$ cat config.mk
export PLATFORM = sky130hd
export DESIGN_NAME = fetch_unit
export DESIGN_NICKNAME = d
export VERILOG_FILES = /design/src/rtl/fetch_unit.sv
export SDC_FILE = /design/constraint.sdc
export NUM_CORES = 1
export LEC_CHECK = 0
export CAP_MARGIN = 10
export CORE_MARGIN = 5
export CORE_UTILIZATION = 35
export CTS_CLUSTER_SIZE = 28
export DETAILED_ROUTE_END_ITERATION = 6
export HOLD_SLACK_MARGIN = 0.1
export PLACE_DENSITY = 0.63
export SLEW_MARGIN = 30
export SYNTH_ARGS = -nofsm -noshare
export SYNTH_HDL_FRONTEND = slang
export SYNTH_SLANG_ARGS = --single-unit
$ cat constraint.sdc
create_clock -name clk -period 4.25 [get_ports clk]
set_input_delay 0.6375 -clock clk [delete_from_list [all_inputs] [get_ports clk]]
set_output_delay 0.6375 -clock clk [all_outputs]
set_load 0.005 [all_outputs]
$ cat src/rtl/fetch_unit.sv
// rtl/fetch_unit.sv - RV32I instruction fetch stage: pc, imem req/ack, 2-entry output buffer, redirect/drain
module fetch_unit #(
    parameter logic [31:0] RESET_PC = 32'h0000_0000
) (
    input  logic        clk,
    input  logic        rst_n,
    output logic        imem_req,
    output logic [31:0] imem_addr,
    input  logic        imem_ack,
    input  logic [31:0] imem_rdata,
    input  logic        redirect,
    input  logic [31:0] redirect_pc,
    input  logic        stall,
    output logic        inst_valid,
    output logic [31:0] inst,
    output logic [31:0] inst_pc,
    output logic [31:0] inst_pc4
);
    localparam logic [31:0] NOP = 32'h0000_0013;

    typedef enum logic {FETCH = 1'b0, DRAIN = 1'b1} state_t;

    state_t      state_q, state_d;
    logic [31:0] pc_q, pc_d;
    logic [31:0] drain_addr_q, drain_addr_d;
    logic        skid_valid_q, skid_valid_d;
    logic [31:0] skid_inst_q, skid_inst_d;
    logic [31:0] skid_pc_q, skid_pc_d;
    logic        inst_valid_q, inst_valid_d;
    logic [31:0] inst_q, inst_d;
    logic [31:0] inst_pc_q, inst_pc_d;
    logic [31:0] inst_pc4_q, inst_pc4_d;

    logic complete;
    logic accept;
    logic fetch_done;

    assign complete   = imem_req && imem_ack;
    assign accept     = inst_valid_q && !stall;
    assign fetch_done = complete && (state_q == FETCH);

    always_ff @(posedge clk or negedge rst_n) begin
        if (!rst_n) begin
            state_q <= FETCH;
        end else begin
            state_q <= state_d;
        end
    end

    // Only a redirect that abandons an un-acked request needs to drain it
    always_comb begin
        state_d = state_q;
        case (state_q)
            FETCH: if (redirect && imem_req && !imem_ack) state_d = DRAIN;
            DRAIN: if (complete) state_d = FETCH;
            default: state_d = FETCH;
        endcase
    end

    always_comb begin
        imem_req  = rst_n && ((state_q == DRAIN) || !skid_valid_q);
        imem_addr = (state_q == DRAIN) ? drain_addr_q : pc_q;
    end

    always_comb begin
        pc_d         = pc_q;
        drain_addr_d = drain_addr_q;
        skid_valid_d = skid_valid_q;
        skid_inst_d  = skid_inst_q;
        skid_pc_d    = skid_pc_q;
        inst_valid_d = inst_valid_q;
        inst_d       = inst_q;
        inst_pc_d    = inst_pc_q;
        inst_pc4_d   = inst_pc4_q;

        if (accept) begin
            if (skid_valid_q) begin
                inst_d       = skid_inst_q;
                inst_pc_d    = skid_pc_q;
                inst_pc4_d   = skid_pc_q + 32'd4;
                skid_valid_d = 1'b0;
            end else begin
                inst_valid_d = 1'b0;
            end
        end

        // imem_req is low while the skid is full, so a completion never meets a skid drain
        if (fetch_done) begin
            pc_d = pc_q + 32'd4;
            if (!inst_valid_q || accept) begin
                inst_valid_d = 1'b1;
                inst_d       = imem_rdata;
                inst_pc_d    = pc_q;
                inst_pc4_d   = pc_q + 32'd4;
            end else begin
                skid_valid_d = 1'b1;
                skid_inst_d  = imem_rdata;
                skid_pc_d    = pc_q;
            end
        end

        if (redirect) begin
            pc_d         = {redirect_pc[31:2], 2'b00};
            inst_valid_d = 1'b0;
            skid_valid_d = 1'b0;
            if ((state_q == FETCH) && imem_req && !imem_ack) drain_addr_d = pc_q;
        end
    end

    always_ff @(posedge clk or negedge rst_n) begin
        if (!rst_n) begin
            pc_q         <= RESET_PC;
            drain_addr_q <= 32'h0;
            skid_valid_q <= 1'b0;
            skid_inst_q  <= NOP;
            skid_pc_q    <= 32'h0;
            inst_valid_q <= 1'b0;
            inst_q       <= NOP;
            inst_pc_q    <= 32'h0;
            inst_pc4_q   <= 32'd4;
        end else begin
            pc_q         <= pc_d;
            drain_addr_q <= drain_addr_d;
            skid_valid_q <= skid_valid_d;
            skid_inst_q  <= skid_inst_d;
            skid_pc_q    <= skid_pc_d;
            inst_valid_q <= inst_valid_d;
            inst_q       <= inst_d;
            inst_pc_q    <= inst_pc_d;
            inst_pc4_q   <= inst_pc4_d;
        end
    end

    assign inst_valid = inst_valid_q;
    assign inst       = inst_q;
    assign inst_pc    = inst_pc_q;
    assign inst_pc4   = inst_pc4_q;
endmodule
==> results.txt, run 1 <==
GR Util met1 = 25.4%
Pleak = 5.89 nW
largest family of logic cells by synthesized area = simple AND/OR/NAND/NOR gates
critical path class = input pin to primary output
status = completed
min-delay worst type = flip-flop to flip-flop
vias in the first global route = 8601
FF-to-FF path depth = 6
total setup buffers inserted after CTS = 0
port bufs = 194
ANT nets after route = 0
DRC Markers = 0
Critical path buffers and inverters = 3
Placer Congestion = 0.819
Post-Syn Area = 11000 sq um
Synth cell types = 54
H-tree lvl count = 1
Final min period = 3170 ps
syn avg cell area = 9.91 sq um
CP max-delay cell = clkdlybuf4s50_1
Setup crit end = imem_req
Startpoint Class = input pin
first-pass GRT wire length = 49.5 mm
Place WS = 1180 ps
Clock Power Share = 33.6%
placed cells = 1617
layout cells sized above 1 = 15.9%
Total Wirelength = 30.4 mm
internal power = 0.00475 W
hold buffer count at cts = 1
die height = 187 um
Die Wd = 187 um
post_cts resized = 0
synthesized flop and latch total = 221
largest net degree at the start of global routing = 74
RR Startpoint = pc_q[2]
GRT Total Usage = 17.0%
antenna fix cells = 0
pwr dens = 465 nW/um^2
Final Skew = 14.9 ps
fin crit share = 74.5%
clock sinks = 221
GRT overflow = 0
vias after detailed routing = 8699
Net Switching = 0.00177 W
num ports = 199
critical-path cell list = dlygate4sd3_1 > buf_8 > a21boi_0 > clkdlybuf4s50_1
Main synth FF type = dfrtp_1
actual slew at the worst max-slew pin = 969 ps
most used routing layer = met2
Area Growth Syn to Fin = 28.0%
relative slew slack = 34.8%
CORE AREA = 30700 sq um
crit end category = primary output
Die ar. = 35000 sq um
drt pass-1 iters = 5
DRT iter0 DRCs = 625
CP top delay family = buffers and inverters
Finished Layout Cells = 1664
CTS tree = yes
Net Sw Frac = 27.2%
sequential power share = 44.3%
std cell rows = 64
mux cell area share after synthesis = 12.9%
Synth Area in Simple Gates = 17.7%
Crit Reg-Reg Endpoint = inst_pc4[30]
sequential share of the synthesized area = 50.5%
Yosys Warn Count = 0
r2r setup slk = 1440 ps
CTS Root Buffer Type = clkbuf_16
maximum clock rate = 316 MHz
Max FO, Critical Path = 42
XOR/XNOR Fraction of Synth Area = 5.43%
initial cell density of the core = 35.7%
worst setup margin = 1080 ps
wire per inst = 18.3 um
Compound-Gate Fraction of Synth Area = 9.02%
worst path arrival time = 2530 ps
met2 GRT Util = 25.8%
adder-cell share of the synthesized area = 0.228%
final max-slew violation count = 0
Setup violations, final = 0
Max Cap Viol = 0
Num CTS Buffers = 26
nets = 1321
Post-synth ARST share = 100%
# fillers = 2926
Comb pwr share = 22.1%
worst skew pair latency = 530 ps
Hold Fails Final Rpt = 0
RSZ-0062 raised after global routing = false
Vias/cell = 5.23
peak supply drop = 0.290 mV
Crit. Startpoint = rst_n
CTS clk-pin slew, worst paths = 60 ps
clk buf depth = 3
number of synthesized flops with an enable pin = 0
Crit path depth = 4
setup TNS = 0 ps
critical path's largest stage delay = 600 ps
Syn Inst Count = 1107
placed wire-length estimate = 20.8 mm
CP required = 3610 ps
antenna violations before repair = 0
grt met3 use = 3.51%
## cells in the mapped netlist, types with 8 or more instances
| master | n | share of area [%] |
|---|---|---|
| clkbuf_1 | 68 | 2.3 |
| o21ai_0 | 50 | 2.3 |
| buf_2 | 16 | 0.73 |
| nand4_1 | 26 | 1.5 |
| nor4_1 | 14 | 0.80 |
| and3_1 | 14 | 0.80 |
| dfrtp_1 | 214 | 49 |
| nand2_1 | 188 | 6.4 |
| nor2_1 | 86 | 2.9 |
| a21oi_1 | 11 | 0.50 |
| buf_1 | 8 | 0.27 |
| xor2_1 | 39 | 3.1 |
| xnor2_1 | 29 | 2.3 |
| mux2_2 | 120 | 12 |
| a31oi_1 | 69 | 3.9 |
| nor3_1 | 19 | 0.87 |
| nand3_1 | 32 | 1.5 |
## per-stage QoR
step           power [W]  instance area, sq um  util [%]  hold WS (ps)
4_1_cts          0.00661                 14000      45.7           491
3_3_place_gp     0.00434                 13200      42.9           465
2_1_floorplan    0.00347                 11000         -           342
3_5_place_dp     0.00438                 13200      42.9           482
6_report         0.00653                 14000      45.7           485
5_1_grt          0.00688                 14000      45.7           508
## power groups by stage
stage	sequential [W]	combinational, W	clock [W]
2_1_floorplan	0.00278	0.000688	0
3_3_place_gp	0.00291	0.00143	0
3_5_place_dp	0.00292	0.00146	0
4_1_cts	0.00289	0.00147	0.00225
5_1_grt	0.00295	0.00158	0.00235
6_report	0.00289	0.00144	0.00220
## worst min path at each step
stage	from	endpoint	slack, ps	cells after the start
CTS	skid_inst_q[4]	inst[4]	490	2
global route	drain_addr_q[5]	drain_addr_q[5]	510	1
global placement	drain_addr_q[22]	drain_addr_q[22]	460	2
finish	skid_inst_q[0]	inst[0]	490	2
floorplan	rst_n	drain_addr_q[10]	340	0
detailed placement	skid_inst_q[4]	inst[4]	480	2
## state kept, by name, summed over array words and instances (netlist names)
signal	flops
drain_addr_q	30
inst_pc	32
skid_valid_q	1
inst	32
pc_q	30
inst_valid	1
skid_pc_q	30
inst_pc4	32
state_q	1
skid_inst_q	32
## routing by layer
metal	routed length [um]	part of all wire, %
met5	0	0
met4	476	1.6
met1	14600	48
met2	13300	44
met3	2010	6.6
## cell type report
type                       count  area, sq um  share of cell area, %
clock inverter                 9         97.6                  0.695
inverter                       7         26.3                  0.187
multi-input combinational    779         5020                   35.8
sequential                   221         5540                   39.4
timing repair buffer         215         2120                   15.1
clock buffer                  37          743                   5.29
tap                          396          495                   3.53
## logic make-up (layout without fill, tap and decap cells)
kind of cell             Yosys count  count (layout)
multiplexers                     126             126
XOR/XNOR                          68              68
other                              1               2
AO/OA/AOI/OAI                    163             163
AND/OR/NAND/NOR                  418             418
buffers and inverters            108             268
flip-flops                       221             221
adder cells (fa/ha/maj)            2               2
## worst min-delay path: stages, from the launching register on
cell,delay [ps]
dfstp_2,360
nand2_1,40
a31oi_1,70
## placed cells by master (no fill, tap or decap), types with 7 or more instances in the layout
cell type	instances
nor2_1	86
buf_4	17
inv_1	7
a31oi_1	69
nor3_1	19
a211oi_1	7
clkbuf_1	7
o21ai_0	50
nor4_1	13
nand4_1	26
o211ai_1	7
mux2_2	120
and4_1	7
dfstp_2	7
nand3_1	31
nand2_1	187
dfrtp_1	214
a21oi_1	10
xnor2_1	29
xor2_1	39
clkdlybuf4s50_1	192
and3_1	14
clkbuf_16	27
No activity file was read; power rests on OpenSTA's default activity.
==> run 2: changes to the inputs <==
- clock period: 4.25 -> 3.1 ns (I/O delays scaled with it)
==> run 2 against run 1 <==
Net effect:
- largest power group unchanged
- sequential cell count stayed put
- sequential power is 37% higher
- highest routed layer unchanged
- register-to-register slack worse by 940 ps
- critical endpoint is now imem_addr[2]
- clock power is 40% higher
- die area stayed put
==> results.txt, run 2 (same netlist as run 1, synthesis figures left out) <==
status = completed (unchanged)
Max FO, Critical Path = 24 (was 42)
H-tree lvl count = 1 (unchanged)
maximum clock rate = 335 MHz
r2r setup slk = 500 ps (was 1440 ps)
initial cell density of the core = 35.7% (unchanged)
Placer Congestion = 0.825 (was 0.819)
# fillers = 2902 (was 2926)
CTS clk-pin slew, worst paths = 60 ps (about the same)
layout cells sized above 1 = 16.3% (was 15.9%)
Setup violations, final = 0 (unchanged)
GRT Total Usage = 17.0% (about the same)
Comb pwr share = 22.0% (was 22.1%)
worst skew pair latency = 530 ps (about the same)
Crit Reg-Reg Endpoint = inst_pc4[24] (was inst_pc4[30])
Reg area = 5540 sq um (unchanged)
worst setup margin = 119 ps (was 1080 ps)
Die ar. = 35000 sq um (unchanged)
Die Wd = 187 um (unchanged)
CP required = 2630 ps (was 3610 ps)
Clock Power Share = 34.2% (was 33.6%)
Crit. Startpoint = state_q (was rst_n)
critical path class = flip-flop to primary output (was input pin to primary output)
Setup crit end = imem_addr[2] (was imem_req)
peak supply drop = 0.449 mV (was 0.290 mV)
Area Growth Syn to Fin = 29.1% (was 28.0%)
Place WS = 495 ps (was 1180 ps)
setup TNS = 0 ps (unchanged)
FF-to-FF path depth = 6 (unchanged)
placed wire-length estimate = 21.0 mm (was 20.8 mm)
relative slew slack = 41.5% (was 34.8%)
nets = 1327 (was 1321)
fin crit share = 96.2%
Num CTS Buffers = 26 (unchanged)
clock sinks = 221 (unchanged)
Final Skew = 14.9 ps (about the same)
ANT nets after route = 0 (unchanged)
CTS Root Buffer Type = clkbuf_16 (unchanged)
die height = 187 um (unchanged)
commonest non-fill, non-tap cell in the layout = dfrtp_1 (unchanged)
clk buf depth = 3 (unchanged)
final max-slew violation count = 0 (unchanged)
first-pass GRT wire length = 49.4 mm (was 49.5 mm)
Startpoint Class = flip-flop (was input pin)
Net Sw Frac = 26.9% (was 27.2%)
Vias/cell = 5.19 (was 5.23)
DRC Markers = 0 (unchanged)
CTS tree = yes (unchanged)
drt pass-1 iters = 6 (was 5)
sequential power share = 43.8% (was 44.3%)
Net Switching = 0.00243 W (was 0.00177 W)
internal power = 0.00660 W (was 0.00475 W)
antenna violations before repair = 0 (unchanged)
vias in the first global route = 8661 (was 8601)
Max Cap Viol = 0 (unchanged)
worst path arrival time = 2520 ps (was 2530 ps)
Pleak = 5.95 nW (was 5.89 nW)
pwr dens = 638 nW/um^2 (was 465 nW/um^2)
Hold Fails Final Rpt = 0 (unchanged)
vias after detailed routing = 8685 (was 8699)
total setup buffers inserted after CTS = 0 (unchanged)
port bufs = 194 (unchanged)
most frequent cells in the layout = dfrtp_1, clkdlybuf4s50_1, nand2_1 (unchanged)
Total Wirelength = 30.6 mm (was 30.4 mm)
Final min period = 2980 ps
crit end category = primary output (unchanged)
antenna fix cells = 0 (unchanged)
num ports = 199 (unchanged)
largest net degree at the start of global routing = 145 (was 74)
DRT iter0 DRCs = 679 (was 625)
wire per inst = 18.3 um (about the same)
min-delay worst type = input pin to async pin (was flip-flop to flip-flop)
CORE AREA = 30700 sq um (unchanged)
std cell rows = 64 (unchanged)
GRT overflow = 0 (unchanged)
Multi-input gate area = 5020 sq um (about the same)
RSZ-0062 raised after global routing = false (unchanged)
final hold slack = 398 ps (was 485 ps)
final total power = 0.00903 W (was 0.00653 W)
RR Startpoint = pc_q[3] (was pc_q[2])
actual slew at the worst max-slew pin = 877 ps (was 969 ps)
==> run 2: changes by cell type in the layout (fill, tap and decap cells not counted) <==
cell and delta:
clkbuf_8 +3, clkinv_2 -2, buf_12 +4, buf_6 -2, clkbuf_1 +1, nor4_2 -1, nor4_1 +1, buf_4 +4
==> run 2: worst min path at each step <==
stage / from / endpoint
CTS: rst_n / skid_valid_q
floorplan: rst_n / drain_addr_q[10]
finish: rst_n / skid_valid_q
global placement: rst_n / skid_valid_q
global route: rst_n / skid_valid_q
detailed placement: rst_n / skid_valid_q
==> run 2: worst max-delay path, stage by stage, from the launching register on <==
cell and delay, ps:
dfrtp_1 690, buf_4 430, mux2_2 400, clkdlybuf4s50_1 450
==> run 2: cell type report <==
type,count,area share [%]
well taps,396,3.50
clock buffers,41,5.57
flip-flops and latches,221,39.1
clock inverters,7,0.618
inverters,7,0.186
repair buffers,221,15.6
multi-input cells,779,35.4
==> run 2: through the flow <==
step                area (sq um)  utilization [%]  instances
floorplan                  11000                -       1108
global placement           13300             43.2       1623
detailed placement         13300             43.2       1623
CTS                        14200             46.1       1672
global route               14200             46.1       1672
finish                     14200             46.1       1672
==> run 2: what timing repair did <==
action	4_1_cts	5_1_grt
hold buffers	1	0
resized for setup	0	0
hold endpoints to repair	14	0
==> run 2: power by group through the flow <==
| stage | registers [W] | logic (W) | clock network, W |
|---|---|---|---|
| detailed placement | 0.00400 | 0.00201 | 0 |
| global route | 0.00403 | 0.00218 | 0.00329 |
| floorplan | 0.00382 | 0.000943 | 0 |
| finish | 0.00395 | 0.00199 | 0.00309 |
| global placement | 0.00398 | 0.00199 | 0 |
| CTS | 0.00395 | 0.00203 | 0.00318 |
==> run 2: routing by layer <==
metal	GRT usage (%)	vias to the layer above	part of all wire (%)
li1	-	4162	-
met1	25.3	4207	48
met2	26.2	272	45
met3	2.95	44	5.5
met4	3.38	0	1.6
met5	0	-	0
